**src/rtl/snn_pkg.sv**
```systemverilog
// Shared sizes, types and sweep-state encoding for the neuron membrane datapath.
package snn_pkg;

  localparam int NEURON_NO = 2**8;
  localparam int AMPL_WID  = 20;
  localparam int REF_WID   = 4;
  localparam int NA        = (NEURON_NO > 1) ? $clog2(NEURON_NO) : 1;

  typedef logic        [NA-1:0]       addr_t;
  typedef logic        [AMPL_WID-1:0] ampl_t;
  typedef logic signed [AMPL_WID:0]   pot_t;
  typedef logic        [NA:0]         cnt_t;
  typedef logic        [REF_WID-1:0]  ref_t;

  typedef enum logic [1:0] {IDLE, SCAN, DRAIN, DONE} scan_state_e;

endpackage

```
**src/rtl/membrane_scan_if.sv**
```systemverilog
// Amplitude-store read port, spike/potential result bus and sweep status of membrane_scan.
// The refractory period input exists only when REFRACTORY_EN is defined.
interface membrane_scan_if;
  import snn_pkg::*;

  logic  tick;
  pot_t  v_th;
  ampl_t ampl_a_in;
  ampl_t ampl_b_in;
`ifdef REFRACTORY_EN
  ref_t  ref_period;
`endif
  logic  rd_en;
  addr_t rd_addr;
  logic  sp_out;
  addr_t sp_addr;
  pot_t  v_out;
  logic  v_valid;
  logic  busy;
  logic  done;
  cnt_t  spike_cnt;
  logic  overrun;

  modport master (
    input  tick, v_th, ampl_a_in, ampl_b_in,
`ifdef REFRACTORY_EN
    input  ref_period,
`endif
    output rd_en, rd_addr, sp_out, sp_addr, v_out, v_valid,
    output busy, done, spike_cnt, overrun
  );

  modport slave (
    output tick, v_th, ampl_a_in, ampl_b_in,
`ifdef REFRACTORY_EN
    output ref_period,
`endif
    input  rd_en, rd_addr, sp_out, sp_addr, v_out, v_valid,
    input  busy, done, spike_cnt, overrun
  );

endinterface

```
**src/rtl/membrane_scan_calc.sv**
```systemverilog
// Stage 1 of the membrane pipeline: v = A - B, threshold compare, registered result.
// With REFRACTORY_EN a per-neuron countdown suppresses spikes after each firing.
module membrane_calc
  import snn_pkg::*;
(
  input  logic  clk,
  input  logic  reset,
  input  logic  vld_p0,
  input  ampl_t a_p0,
  input  ampl_t b_p0,
  input  addr_t addr_p0,
  input  pot_t  v_th,
`ifdef REFRACTORY_EN
  input  ref_t  ref_period,
`endif
  output logic  vld_p1,
  output logic  spk_p1,
  output pot_t  v_p1,
  output addr_t addr_p1
);

  // Zero-extended operands make the difference exact in AMPL_WID+1 signed bits.
  function automatic pot_t calc_pot(input ampl_t a, input ampl_t b);
    return $signed({1'b0, a}) - $signed({1'b0, b});
  endfunction

  pot_t v_c;
  logic spk_c;

  assign v_c = calc_pot(a_p0, b_p0);

`ifdef REFRACTORY_EN
  ref_t ctr [NEURON_NO];
  logic blocked;

  assign blocked = (ctr[addr_p0] != '0);
  assign spk_c   = (v_c >= v_th) && !blocked;

  always_ff @(posedge clk or posedge reset) begin
    if (reset) begin
      for (int i = 0; i < NEURON_NO; i++) ctr[i] <= '0;
    end else if (vld_p0) begin
      if (blocked)    ctr[addr_p0] <= ctr[addr_p0] - ref_t'(1);
      else if (spk_c) ctr[addr_p0] <= ref_period;
    end
  end
`else
  assign spk_c = (v_c >= v_th);
`endif

  // ---- stage 0 -> stage 1 ----
  always_ff @(posedge clk or posedge reset) begin
    if (reset) begin
      vld_p1  <= 1'b0;
      spk_p1  <= 1'b0;
      v_p1    <= '0;
      addr_p1 <= '0;
    end else begin
      vld_p1 <= vld_p0;
      spk_p1 <= vld_p0 & spk_c;
      if (vld_p0) begin
        v_p1    <= v_c;
        addr_p1 <= addr_p0;
      end
    end
  end

endmodule

```
**src/rtl/membrane_scan.sv**
```systemverilog
// Per-timestep neuron sweep: reads every neuron's (A, B), evaluates v = A - B against v_th
// and reports spikes LAT cycles after each read. Optional macro: REFRACTORY_EN.
module membrane_scan
  import snn_pkg::*;
#(
  parameter int LAT = 3
) (
  input logic      clk,
  input logic      reset,
  membrane_scan_if.master bus
);

  localparam addr_t LAST_ADDR = addr_t'(NEURON_NO - 1);
  localparam int    DCW       = $clog2(LAT) + 1;
  localparam logic [DCW-1:0] DRAIN_END = DCW'(LAT - 2);

  function automatic cnt_t sat_inc(input cnt_t c, input logic inc);
    if (inc && (c != cnt_t'(NEURON_NO))) return c + cnt_t'(1);
    return c;
  endfunction

  scan_state_e     state, state_nxt;
  addr_t           addr;
  logic [DCW-1:0]  dcnt;
  cnt_t            run_cnt, spike_cnt_q;
  logic            overrun_q;
  pot_t            v_th_q;
  logic            rd_en;
  logic            vld_p0;
  ampl_t           a_p0, b_p0;
  addr_t           addr_p0;
  logic            vld_p1, spk_p1;
  pot_t            v_p1;
  addr_t           addr_p1;
  logic            out_vld, out_spk;
  pot_t            out_v;
  addr_t           out_addr;
  logic            sp_out;

  always_ff @(posedge clk or posedge reset) begin
    if (reset) state <= IDLE;
    else       state <= state_nxt;
  end

  always_comb begin
    state_nxt = state;
    case (state)
      IDLE:    if (bus.tick)          state_nxt = SCAN;
      SCAN:    if (addr == LAST_ADDR) state_nxt = DRAIN;
      DRAIN:   if (dcnt == DRAIN_END) state_nxt = DONE;
      DONE:                           state_nxt = IDLE;
      default:                        state_nxt = IDLE;
    endcase
  end

  always_ff @(posedge clk or posedge reset) begin
    if (reset) begin
      addr        <= '0;
      dcnt        <= '0;
      run_cnt     <= '0;
      spike_cnt_q <= '0;
      overrun_q   <= 1'b0;
    end else begin
      if (bus.tick && (state != IDLE)) overrun_q <= 1'b1;
      run_cnt <= sat_inc(run_cnt, sp_out);
      case (state)
        IDLE: if (bus.tick) begin
          addr    <= '0;
          run_cnt <= '0;
        end
        SCAN: begin
          dcnt <= '0;
          if (addr != LAST_ADDR) addr <= addr + addr_t'(1);
        end
        DRAIN: dcnt <= dcnt + DCW'(1);
        // The final result leaves the pipe in this cycle, so fold it in here.
        DONE:  spike_cnt_q <= sat_inc(run_cnt, sp_out);
        default: ;
      endcase
    end
  end

  always_ff @(posedge clk) begin
    if (state == IDLE && bus.tick) v_th_q <= bus.v_th;
  end

  assign rd_en = (state == SCAN);

  // ---- read -> stage 0 ----
  always_ff @(posedge clk or posedge reset) begin
    if (reset) vld_p0 <= 1'b0;
    else       vld_p0 <= rd_en;
  end

  always_ff @(posedge clk) begin
    if (rd_en) begin
      a_p0    <= bus.ampl_a_in;
      b_p0    <= bus.ampl_b_in;
      addr_p0 <= addr;
    end
  end

  membrane_calc u_calc (
    .clk        (clk),
    .reset      (reset),
    .vld_p0     (vld_p0),
    .a_p0       (a_p0),
    .b_p0       (b_p0),
    .addr_p0    (addr_p0),
    .v_th       (v_th_q),
`ifdef REFRACTORY_EN
    .ref_period (bus.ref_period),
`endif
    .vld_p1     (vld_p1),
    .spk_p1     (spk_p1),
    .v_p1       (v_p1),
    .addr_p1    (addr_p1)
  );

  // ---- stage 1 -> output (LAT-2 delay stages; data held between results) ----
  if (LAT == 2) begin : g_nodly
    assign out_vld  = vld_p1;
    assign out_spk  = spk_p1;
    assign out_v    = v_p1;
    assign out_addr = addr_p1;
  end else begin : g_dly
    logic  dly_vld  [LAT-2];
    logic  dly_spk  [LAT-2];
    pot_t  dly_v    [LAT-2];
    addr_t dly_addr [LAT-2];

    always_ff @(posedge clk or posedge reset) begin
      if (reset) begin
        for (int k = 0; k < LAT-2; k++) begin
          dly_vld[k]  <= 1'b0;
          dly_spk[k]  <= 1'b0;
          dly_v[k]    <= '0;
          dly_addr[k] <= '0;
        end
      end else begin
        dly_vld[0] <= vld_p1;
        dly_spk[0] <= spk_p1;
        if (vld_p1) begin
          dly_v[0]    <= v_p1;
          dly_addr[0] <= addr_p1;
        end
        for (int k = 1; k < LAT-2; k++) begin
          dly_vld[k] <= dly_vld[k-1];
          dly_spk[k] <= dly_spk[k-1];
          if (dly_vld[k-1]) begin
            dly_v[k]    <= dly_v[k-1];
            dly_addr[k] <= dly_addr[k-1];
          end
        end
      end
    end

    assign out_vld  = dly_vld[LAT-3];
    assign out_spk  = dly_spk[LAT-3];
    assign out_v    = dly_v[LAT-3];
    assign out_addr = dly_addr[LAT-3];
  end

  assign sp_out        = out_vld & out_spk;
  assign bus.rd_en     = rd_en;
  assign bus.rd_addr   = addr;
  assign bus.sp_out    = sp_out;
  assign bus.sp_addr   = out_addr;
  assign bus.v_out     = out_v;
  assign bus.v_valid   = out_vld;
  assign bus.busy      = (state != IDLE);
  assign bus.done      = (state == DONE);
  assign bus.spike_cnt = spike_cnt_q;
  assign bus.overrun   = overrun_q;

endmodule

```
**src/flat_wrapper.sv**
```systemverilog
// flat-port wrapper written by rule: the top's interface ports become plain ports
module membrane_scan_flat import snn_pkg::*;
#(
  parameter int LAT = 3
)
  (clk, reset, bus_tick, bus_v_th, bus_ampl_a_in, bus_ampl_b_in, bus_rd_en, bus_rd_addr, bus_sp_out, bus_sp_addr, bus_v_out, bus_v_valid, bus_busy, bus_done, bus_spike_cnt, bus_overrun);
  membrane_scan_if bus_i ();
  input logic clk;
  input logic reset;
  input wire logic [$bits(bus_i.tick)-1:0] bus_tick;
  input wire logic [$bits(bus_i.v_th)-1:0] bus_v_th;
  input wire logic [$bits(bus_i.ampl_a_in)-1:0] bus_ampl_a_in;
  input wire logic [$bits(bus_i.ampl_b_in)-1:0] bus_ampl_b_in;
  output wire logic [$bits(bus_i.rd_en)-1:0] bus_rd_en;
  output wire logic [$bits(bus_i.rd_addr)-1:0] bus_rd_addr;
  output wire logic [$bits(bus_i.sp_out)-1:0] bus_sp_out;
  output wire logic [$bits(bus_i.sp_addr)-1:0] bus_sp_addr;
  output wire logic [$bits(bus_i.v_out)-1:0] bus_v_out;
  output wire logic [$bits(bus_i.v_valid)-1:0] bus_v_valid;
  output wire logic [$bits(bus_i.busy)-1:0] bus_busy;
  output wire logic [$bits(bus_i.done)-1:0] bus_done;
  output wire logic [$bits(bus_i.spike_cnt)-1:0] bus_spike_cnt;
  output wire logic [$bits(bus_i.overrun)-1:0] bus_overrun;
  assign bus_i.tick = bus_tick;
  assign bus_i.v_th = bus_v_th;
  assign bus_i.ampl_a_in = bus_ampl_a_in;
  assign bus_i.ampl_b_in = bus_ampl_b_in;
  assign bus_rd_en = bus_i.rd_en;
  assign bus_rd_addr = bus_i.rd_addr;
  assign bus_sp_out = bus_i.sp_out;
  assign bus_sp_addr = bus_i.sp_addr;
  assign bus_v_out = bus_i.v_out;
  assign bus_v_valid = bus_i.v_valid;
  assign bus_busy = bus_i.busy;
  assign bus_done = bus_i.done;
  assign bus_spike_cnt = bus_i.spike_cnt;
  assign bus_overrun = bus_i.overrun;
  membrane_scan #(.LAT(LAT)) u_core (.clk(clk), .reset(reset), .bus(bus_i));
endmodule
```
**config.mk**
```make
export PLATFORM = sky130hd
export DESIGN_NAME = membrane_scan_flat
export DESIGN_NICKNAME = d
export VERILOG_FILES = /design/src/rtl/snn_pkg.sv /design/src/rtl/membrane_scan_if.sv /design/src/rtl/membrane_scan_calc.sv /design/src/rtl/membrane_scan.sv /design/src/flat_wrapper.sv
export SDC_FILE = /design/constraint.sdc
export NUM_CORES = 1
export LEC_CHECK = 0
export ABC_AREA = 1
export BUFFER_PORTS_ARGS = -buffer_cell sky130_fd_sc_hd__buf_2
export CAP_MARGIN = 20
export CORE_MARGIN = 4
export CORE_UTILIZATION = 40
export CTS_CLUSTER_SIZE = 28
export DETAILED_ROUTE_END_ITERATION = 7
export GPL_TIMING_DRIVEN = 1
export PLACE_DENSITY = 0.69
export SKIP_LAST_GASP = 1
export SYNTH_ARGS = -nofsm -noshare
export SYNTH_HDL_FRONTEND = slang
export SYNTH_SLANG_ARGS = --single-unit
```
**constraint.sdc**
```tcl
create_clock -name clk -period 3.3 [get_ports clk]
set_input_delay 0.165 -clock clk [delete_from_list [all_inputs] [get_ports clk]]
set_output_delay 0.165 -clock clk [all_outputs]
set_load 0.02 [all_outputs]
```
Yosys cells after proc, flatten, opt, wreduce, memory -nomap -nowiden
Cells that the tools add are included.
{"block": "word_totals", "ff_bits": 164, "inputBits": 64, "out_inout_bits": 52, "word_cells": 61}
{"block": "op_classes", "add_sub_neg": 4, "magnitude_cmp": 1, "eq_ne": 11, "mux": 15, "n_bitwise": 2, "reduce_logical": 9}
{"op": "$mux W9", "count": 5}
{"op": "$ge A21 B21 Y1", "count": 1}
{"op": "$sub A20 B20 Y21", "count": 1}
{"op": "$mux W8", "count": 2}
{"op": "$pmux W8 S2", "count": 1}
{"op": "$add A9 B1 Y9 const B", "count": 1}
{"op": "$ne A9 B9 Y1 const B", "count": 1}
{"op": "$add A8 B1 Y8 const B", "count": 1}
{"op": "$eq A8 B8 Y1 const B", "count": 1}
{"op": "$ne A8 B8 Y1 const B", "count": 1}
{"op": "$pmux W2 S4", "count": 1}
{"op": "$mux W2", "count": 3}
{"op": "$ne A2 B2 Y1 const B", "count": 3}
{"op": "$pmux W3 S2", "count": 1}
{"op": "$reduce_and A3 Y1", "count": 2}
{"op": "$reduce_bool A2 Y1", "count": 3}
{"op": "$eq A2 B2 Y1 const B", "count": 2}
{"op": "$add A3 B1 Y3 const B", "count": 1}
{"op": "$eq A3 B1 Y1 const B", "count": 1}
{"op": "$logic_and A1 B1 Y1", "count": 3}
{"op": "$and A1 B1 Y1", "count": 2}
{"op": "$eq A2 B1 Y1 const B", "count": 1}
{"op": "$logic_not A2 Y1", "count": 1}
{"op": "$mux W1", "count": 2}
{"op": "$ne A2 B1 Y1 const B", "count": 1}

Longest topological paths before layout
Gate-level depths: netlist (run 1).
{"block": "logic_depth", "depth_word": 6, "mapped_depth": 23, "mapped_depth_nobuf": 23}

By module
Synthesis (run 1) repeated with hierarchy kept, for this count alone.
{"block": "unflattened", "cells_unflattened": 866, "area_unflattened_um2": 8165.3}
{"mod": "membrane_scan", "instances": 1, "cells_per_inst": 386, "area_per_inst_um2": 5086.1, "seq_area_each_um2": 3673.5}
{"mod": "membrane_calc", "instances": 1, "cells_per_inst": 480, "area_per_inst_um2": 3079.2, "seq_area_each_um2": 775.7}

Least setup slack after synthesis (run 1)
No wires, ideal clock.
{"block": "synth_path", "path_type": "register -> register", "from": "reg u_core.state[1]", "to": "reg u_core.addr[0], in the netlist u_core.bus.rd_addr[0]", "setup_time_ps": 138, "t_arrival_ps": 2772, "t_required_ps": 3162, "slack_ps": 390, "path_stages_with_launch": 11, "path_buffers": 1, "synth_period_minus_slack_ps": 2910, "cell_sequence": "dfrtp_1 > inv_1 > ha_1 > buf_2 > o21ai_1 > inv_1 > nand2_1 > o21ai_2 > inv_2 > nand2_1 > o21ai_0"}
{"block": "synth_via", "elab_chain_cells": 3, "word_cells_on_any_way": 7, "cone_classes": "eq/ne: 3; mux: 1; reduce/logical: 3"}
{"element": "from (decl)", "line": "membrane_scan.sv:22", "rtl": "scan_state_e state, state_nxt;"}
{"element": "from (signal assigned)", "line": "membrane_scan.sv:42", "rtl": "else state <= state_nxt;"}
{"element": "$eq A2 B1 Y1 *"}
{"element": "via bus_rd_en", "line": "flat_wrapper.sv:14", "rtl": "output wire logic [$bits(bus_i.rd_en)-1:0] bus_rd_en;"}
{"element": "$ne A2 B2 Y1 (no line) / $reduce_bool A2 Y1 (equally long branches)"}
{"element": "$reduce_and A3 Y1 (no line)"}
{"element": "to (signal assigned)", "line": "membrane_scan.sv:73", "rtl": "if (addr != LAST_ADDR) addr <= addr + addr_t'(1);"}
{"element": "to (decl)", "line": "membrane_scan.sv:23", "rtl": "addr_t addr;"}
The timed path passes the listed nets; every way through them passes the cells marked *.
A chain may end at the register's enable or synchronous reset.

Final worst setup path (run 1)
{"block": "layout_path", "from": "reg u_core.b_p0[0]", "to": "reg u_core.u_calc.spk_p1"}
{"block": "layout_via", "elab_chain_cells": 3}
{"element": "from (decl)", "line": "membrane_scan.sv:30", "rtl": "ampl_t a_p0, b_p0;"}
{"element": "from (signal assigned)", "line": "membrane_scan.sv:98", "rtl": "b_p0 <= bus.ampl_b_in;"}
{"element": "$sub A20 B20 Y21", "line": "membrane_scan_calc.sv:24", "rtl": "return $signed({1'b0, a}) - $signed({1'b0, b});"}
{"element": "via u_core.u_calc.v_c[20]", "line": "membrane_scan_calc.sv:27", "rtl": "pot_t v_c;"}
{"element": "$ge A21 B21 Y1", "line": "membrane_scan_calc.sv:48", "rtl": "assign spk_c = (v_c >= v_th);"}
{"element": "$and A1 B1 Y1", "line": "membrane_scan_calc.sv:60", "rtl": "spk_p1 <= vld_p0 & spk_c;"}
{"element": "to (signal assigned)", "line": "membrane_scan_calc.sv:60"}
{"element": "to (decl)", "line": "membrane_scan_calc.sv:17", "rtl": "output logic spk_p1,"}
The timed path passes the listed nets, and every way through them passes these cells.

==> flow_metrics.py, run 1 <==
metrics = {
    "logic_synthesis": {
        "synthMuxAreaShare_pct": 1.97,
        "ys.flop_type": "dfrtp_1",
        "syn_nets": 961,
        "synth-adder-area-share_pct": 8.07,
        "async_reset_ff_share_pct": 57.9,
        "syn_inst": 846,
        "yosysSeqAreaShare_pct": 55.6,
        "synth_compound_area_share_pct": 6.27,
        "yosys.area.top_type": "dfrtp_1",
        "synth_top_area_share_pct": 29.7,
        "yosysWarnings": 0,
        "synth_top_family_by_area": "simple AND/OR/NAND/NOR gates",
        "syn_area_per_cell_um2": 9.46,
        "synthSimpleGateAreaFrac_pct": 18.8,
        "yosysMostFrequentCell": "nand2_1",
        "syn_area_um2": 8000,
        "synthXorXnorAreaFrac_pct": 2.08,
        "yosys-top-cells-count": "nand2_1 (215), inv_1 (132), dfrtp_1 (95)",
        "ys_types": 34,
        "synth_edf_count": 69,
        "synth.area.top_cells": "dfrtp_1 (30%), edfxtp_1 (26%), nand2_1 (10%)",
        "yosys_register_bits": 164,
    },
    "route": {
        "routed_wirelength_um": 17800,
        "post_drt_wl_per_cell_um": 13.6,
        "drc": 0,
        "vias": 6015,
        "drt_pass1_iterations": 5,
        "drt-initial-drc-count": 289,
        "vias_per_cell": 4.58,
        "antenna_left": 0,
    },
    "critical_path": {
        "cp-end-kind": "flop",
        "path_class": "flop to flop",
        "cp_max_fo": 3,
        "max_stage_delay_ps": 370,
        "crit_chain": "ha_1 > fa_2 > inv_1 > nand3_1 > nand3_2 > nand2_1 > nand2_1 > nand2_1 > nand2_1 > a21boi_0 > ha_1 > nand2_1 > nor2_2 > nand2_1 > nor2_1 > nand2_1 > nand4_1 > nand3_1 > nand2_1 > inv_1",
        "cp.required_ps": 3600,
        "critPathArrivalTime_ps": 3320,
        "crit_top_cell": "nand2_1",
        "cp-start-kind": "flop",
        "crit_slowest_cell": "edfxtp_1",
    },
    "flow_run": {
        "drv_cap": 0,
    },
    "floorplanning": {
        "start_util_pct": 40.8,
        "rows": 51,
        "die-area_um2": 22300,
        "die_y_um": 149,
        "ios": 116,
        "fp.dieW_um": 149,
        "core_area_um2": 19600,
    },
    "layout": {
        "final_nets": 1150,
        "stdcell_area_um2": 10200,
        "syn_to_final_growth_pct": 27.1,
        "drive_gt1_share_pct": 17.8,
        "antenna_cells_inserted": 0,
    },
    "global_route": {
        "first_global_vias": 6005,
        "grt_start_max_net_pins": 67,
        "grt_pass1_wl_um": 29600,
        "antenna_found_initial": 0,
        "grt_usage_pct": 16.9,
        "overflow": 0,
    },
    "timing": {
        "finalHoldViolations": 0,
        "tns_ps": 0,
        "min_period_ps": 3010,
        "min_period_over_period_pct": 91.4,
        "worstMarginPinSlew_ps": 938,
        "rsz0062_at_grt": "no",
        "slew_violations": 0,
        "whs_ps": 370,
        "worst_clock_skew_ps": 14.0,
        "fmaxAchievable_mhz": 332,
        "worst_slack_ps": 285,
        "finalSetupViolations": 0,
        "relSlewSlack_pct": 37.5,
    },
    "clock_network": {
        "cts.reportedPaths.clkPinSlew_ps": 60,
        "htree_levels": 4,
        "worstSkewPairLatency_ps": 420,
        "clock_path_buffers": 2,
        "cts_root_buf": "clkbuf_16",
        "cts_tree": "done",
        "cts_made_buffers": 17,
        "clock_sinks": 164,
    },
    "placed_design": {
        "portBuffers": 115,
        "place_ws_ps": 212,
        "gp_congestion": 0.867,
        "place_area_um2": 8890,
        "place_hpwl_um": 13100,
    },
    "worst_hold_path": {
        "hold_class": "flop to flop",
    },
    "pwr": {
        "ir_worst_vdd_mv": 0.402,
        "power.density_nw_per_um2": 536,
        "power_mw": 5.45,
        "p_leak_nw": 5.05,
    },
    "run_status": {
        "status": "finished, final reports clean",
    },
}
## power by group
group	switching [mW]	internal, mW	leakage (nW)
registers	0.102	2.29	1.80
logic	0.564	0.387	2.95
clock network	0.823	1.28	0.304
## area by class of cell
cell class	instances	area (um2)
Inverter	136	513
Fill cell	1826	9430
Tap cell	265	332
Clock inverter	13	194
Sequential cell	164	4450
Multi-Input combinational cell	532	2990
Timing Repair Buffer	184	1250
Clock buffer	19	433
## routing by layer
layer  track usage, %  part of all wire (%)  vias up
met3             3.66                   4.8       16
met5                0                     0        -
met4             4.49                   1.2        0
met1             23.3                    47     2763
met2             27.2                    47      127
li1                 -                     -     3109
## path summary, 6_finish.rpt
kind	slack [ps]	to	cells past startpoint	startpoint
setup / recovery	290	u_core.u_calc.spk_p1	20	u_core.b_p0[0]
hold / removal	370	u_core.g_dly.dly_spk	0	u_core.u_calc.spk_p1
setup reg to reg	290	u_core.u_calc.spk_p1	20	u_core.b_p0[0]
hold reg to reg	370	u_core.g_dly.dly_spk	0	u_core.u_calc.spk_p1
max in group asynchronous	2100	u_core.run_cnt[8]	4	reset
min in group asynchronous	460	u_core.bus.overrun	3	reset
## cell families (layout without fill, tap and decap cells)
| logic type | Yosys count | in the layout |
|---|---|---|
| buf+inv | 150 | 352 |
| simple gates | 358 | 358 |
| mux | 14 | 14 |
| flops | 164 | 164 |
| xor+xnor | 19 | 19 |
| fa+ha+maj | 51 | 51 |
| compound gates | 90 | 90 |
## placed cells by master (no fill, tap or decap), drive strengths merged
| master | n |
|---|---|
| nand2 | 216 |
| inv | 141 |
| buf | 121 |
| dfrtp | 95 |
| edfxtp | 69 |
| dlygate4sd3 | 63 |
| nor2 | 59 |
| ha | 50 |
| o21ai | 43 |
| nand3 | 41 |
| a21oi | 38 |
| clkbuf | 19 |
| xor2 | 18 |
| mux2 | 14 |
| and2 | 12 |
| nand4 | 11 |
| nand3b | 6 |
| nor3 | 6 |
| or2 | 4 |
| bufinv | 4 |
| a21o | 3 |
| nor4 | 3 |
| clkinv | 3 |
| o21bai | 2 |
| a21boi | 2 |
| o21a | 1 |
| xnor2 | 1 |
| o22ai | 1 |
| fa | 1 |
| clkinvlp | 1 |
## critical path, delay by kind of cell (launching register included)
| kind | cells | cell delay [ps] |
|---|---|---|
| flops | 1 | 370 |
| simple gates | 14 | 1330 |
| buf+inv | 2 | 130 |
| compound gates | 1 | 110 |
| fa+ha+maj | 3 | 940 |
## stage by stage
stage,util [%],instances
after floorplan,-,846
after CTS,51.8,1312
after detailed placement,45.4,1217
final,51.9,1313
after global routing,51.9,1313
after global placement,45.4,1217
## timing repair
item                                   in CTS  in global routing
buffers inserted                            0                  1
resized for setup                           0                  4
setup endpoints to repair                   0                  1
hold buffers                               63                  0
endpoints found under the hold margin     126                  0
## registers in the layout, indices dropped and copies added (netlist names), 2 cells and up
signal and count:
u_core.b_p0 20, u_core.run_cnt 9, u_core.state 2, u_core.u_calc.v_p1 21, u_core.bus.sp_addr 8, u_core.u_calc.addr_p1 8, u_core.bus.spike_cnt 9, u_core.bus.v_out 21
u_core.dcnt 3, u_core.v_th_q 21, u_core.addr_p0 8, u_core.a_p0 20, u_core.bus.rd_addr 8
No activity file was read; power rests on OpenSTA's default activity.
==> run 2, diff against run 1 <==
--- a/config.mk
+++ b/config.mk
@@ -13,7 +13,7 @@
 export CTS_CLUSTER_SIZE = 28
 export DETAILED_ROUTE_END_ITERATION = 7
 export GPL_TIMING_DRIVEN = 1
-export PLACE_DENSITY = 0.69
+export PLACE_DENSITY = 0.71
 export SKIP_LAST_GASP = 1
 export SYNTH_ARGS = -nofsm -noshare
 export SYNTH_HDL_FRONTEND = slang
==> constraint.sdc (replaced) <==
create_clock -name clk -period 2.4 [get_ports clk]
set_input_delay 0.12 -clock clk [delete_from_list [all_inputs] [get_ports clk]]
set_output_delay 0.12 -clock clk [all_outputs]
set_load 0.02 [all_outputs]
==> flow_metrics.py, run 2 (same netlist as run 1, synthesis figures left out) <==
metrics = {
    "run_status": {
        "status": "finished with violations",
        "violations": "negative setup slack",
    },
    "placed_design": {
        "placed_cells": 1279,
        "portBuffers": 115,
        "gp_congestion": 0.884,
        "place_hpwl_um": 13500,
        "place_ws_ps": -463,
        "place_area_um2": 9400,
    },
    "timing": {
        "worstMarginPinSlew_ps": 771,
        "slew_violations": 0,
        "rsz0062_at_grt": "yes",
        "worst_clock_skew_ps": 9.31,
        "worst_slack_ps": -376,
        "finalHoldViolations": 0,
        "tns_ps": -376,
        "min_period_over_period_pct": 116,
        "fmaxAchievable_mhz": 360,
        "relSlewSlack_pct": 48.6,
        "finalSetupViolations": 1,
        "whs_ps": 369,
        "min_period_ps": 2780,
    },
    "layout": {
        "layout_commonest_cell": "nand2_1",
        "antenna_cells_inserted": 0,
        "multi_input_area_um2": 3410,
        "fill_cells": 1681,
        "drive_gt1_share_pct": 28.9,
        "syn_to_final_growth_pct": 38.6,
        "mostFrequentLayoutCells": "nand2_1 (196), inv_1 (128), buf_2 (115), dfrtp_1 (95), buf_4 (72)",
        "stdcell_area_um2": 11100,
        "fin_util_pct": 56.6,
        "ff_latch_area_um2": 4450,
        "stdcell_count": 1381,
        "final_nets": 1218,
    },
    "route": {
        "vias_per_cell": 4.68,
        "vias": 6467,
        "antenna_left": 0,
        "routed_wirelength_um": 19300,
        "post_drt_wl_per_cell_um": 14.0,
        "drc": 0,
        "drt_pass1_iterations": 5,
        "drt-initial-drc-count": 306,
    },
    "critical_path": {
        "worstRegToRegCells": 22,
        "critPathArrivalTime_ps": 3140,
        "crit_chain": "buf_4 > fa_2 > inv_2 > nand3_2 > nand3_2 > nand2_1 > nand2_2 > nand3_2 > nand2_1 > nand2_1 > and2_4 > ha_4 > nand2_1 > nor2_1 > nand2_1 > nor2_1 > nand2_1 > nand3_1 > nand2_1 > nand3_1 > nand2_1 > inv_1",
        "cp-end-kind": "flop",
        "cp-start-kind": "flop",
        "max_stage_delay_ps": 410,
        "cp.required_ps": 2770,
        "crit_slowest_cell": "edfxtp_1",
        "cp_max_fo": 3,
        "crit_top_cell": "nand2_1",
        "path_class": "flop to flop",
    },
    "floorplanning": {
        "core_area_um2": 19600,
        "fp.dieW_um": 149,
        "die_y_um": 149,
        "rows": 51,
        "die-area_um2": 22300,
        "ios": 116,
        "start_util_pct": 40.8,
    },
    "clock_network": {
        "clock_path_buffers": 2,
        "worstSkewPairLatency_ps": 430,
        "cts_made_buffers": 17,
        "clock_sinks": 164,
        "cts_tree": "done",
        "cts.reportedPaths.clkPinSlew_ps": 60,
        "htree_levels": 4,
        "cts_root_buf": "clkbuf_16",
    },
    "pwr": {
        "power_mw": 7.62,
        "p_leak_nw": 5.40,
        "ir_worst_vdd_mv": 0.423,
        "power.density_nw_per_um2": 688,
    },
    "worst_hold_path": {
        "hold_class": "input port to async pin",
    },
    "global_route": {
        "grt_start_max_net_pins": 47,
        "first_global_vias": 6331,
        "antenna_found_initial": 0,
        "grt_usage_pct": 17.3,
        "grt_pass1_wl_um": 30500,
        "overflow": 0,
    },
    "flow_run": {
        "drv_cap": 0,
    },
}
[run 2: changes by cell type in the layout (fill, tap and decap cells not counted), moves of 7 or more]
| cell | delta |
|---|---|
| ha_1 | -17 |
| nand2_2 | +19 |
| nand2_1 | -19 |
| a21oi_1 | -7 |
| ha_4 | +16 |
| buf_4 | +66 |
[run 2: what timing repair did]
action	CTS	global route
hold endpoints to repair	92	0
resized for setup	20	58
buffers inserted	3	4
pin swaps	18	26
hold buffers	63	0
setup endpoints to repair	1	1
cloned	0	0
[run 2: final cells by class]
type,instances,area share (%)
clock buffers,23,4.49
clock inverters,9,0.858
inverters,136,4.64
multi-input cells,532,30.8
flip-flops and latches,164,40.1
well taps,265,2.99
repair buffers,252,16.1
[run 2: final timing paths]
| path | startpoint | endpoint | slack [ps] |
|---|---|---|---|
| max | u_core.b_p0[1] | u_core.u_calc.spk_p1 | -380 |
| min | reset | u_core.dcnt[0] | 370 |
| max reg2reg | u_core.b_p0[1] | u_core.u_calc.spk_p1 | -380 |
| min reg2reg | u_core.u_calc.spk_p1 | u_core.g_dly.dly_spk | 390 |
| max in group asynchronous | reset | u_core.run_cnt[5] | 1330 |
| min in group clk | u_core.u_calc.spk_p1 | u_core.g_dly.dly_spk | 390 |
[run 2: per-layer routing]
metal  vias up  track usage, %  routed length (um)
li1       3243               -                   -
met4         0            6.41                 552
met1      3039            23.1                8830
met2       146            27.8                9160
met5         -               0                   0
met3        39            4.09                 790
[run 2: power by group]
part / internal, mW / switching (mW) / total [mW]
Combinational: 0.756 / 0.886 / 1.64
Sequential: 3.15 / 0.146 / 3.30
Clock: 1.58 / 1.11 / 2.68
[run 2: critical path, delay by kind of cell, from the launching register on]
kind / cells / cell delay [ps]
adder cells (fa/ha/maj): 2 / 650
buffers and inverters: 3 / 300
flip-flops: 1 / 410
AND/OR/NAND/NOR: 17 / 1340
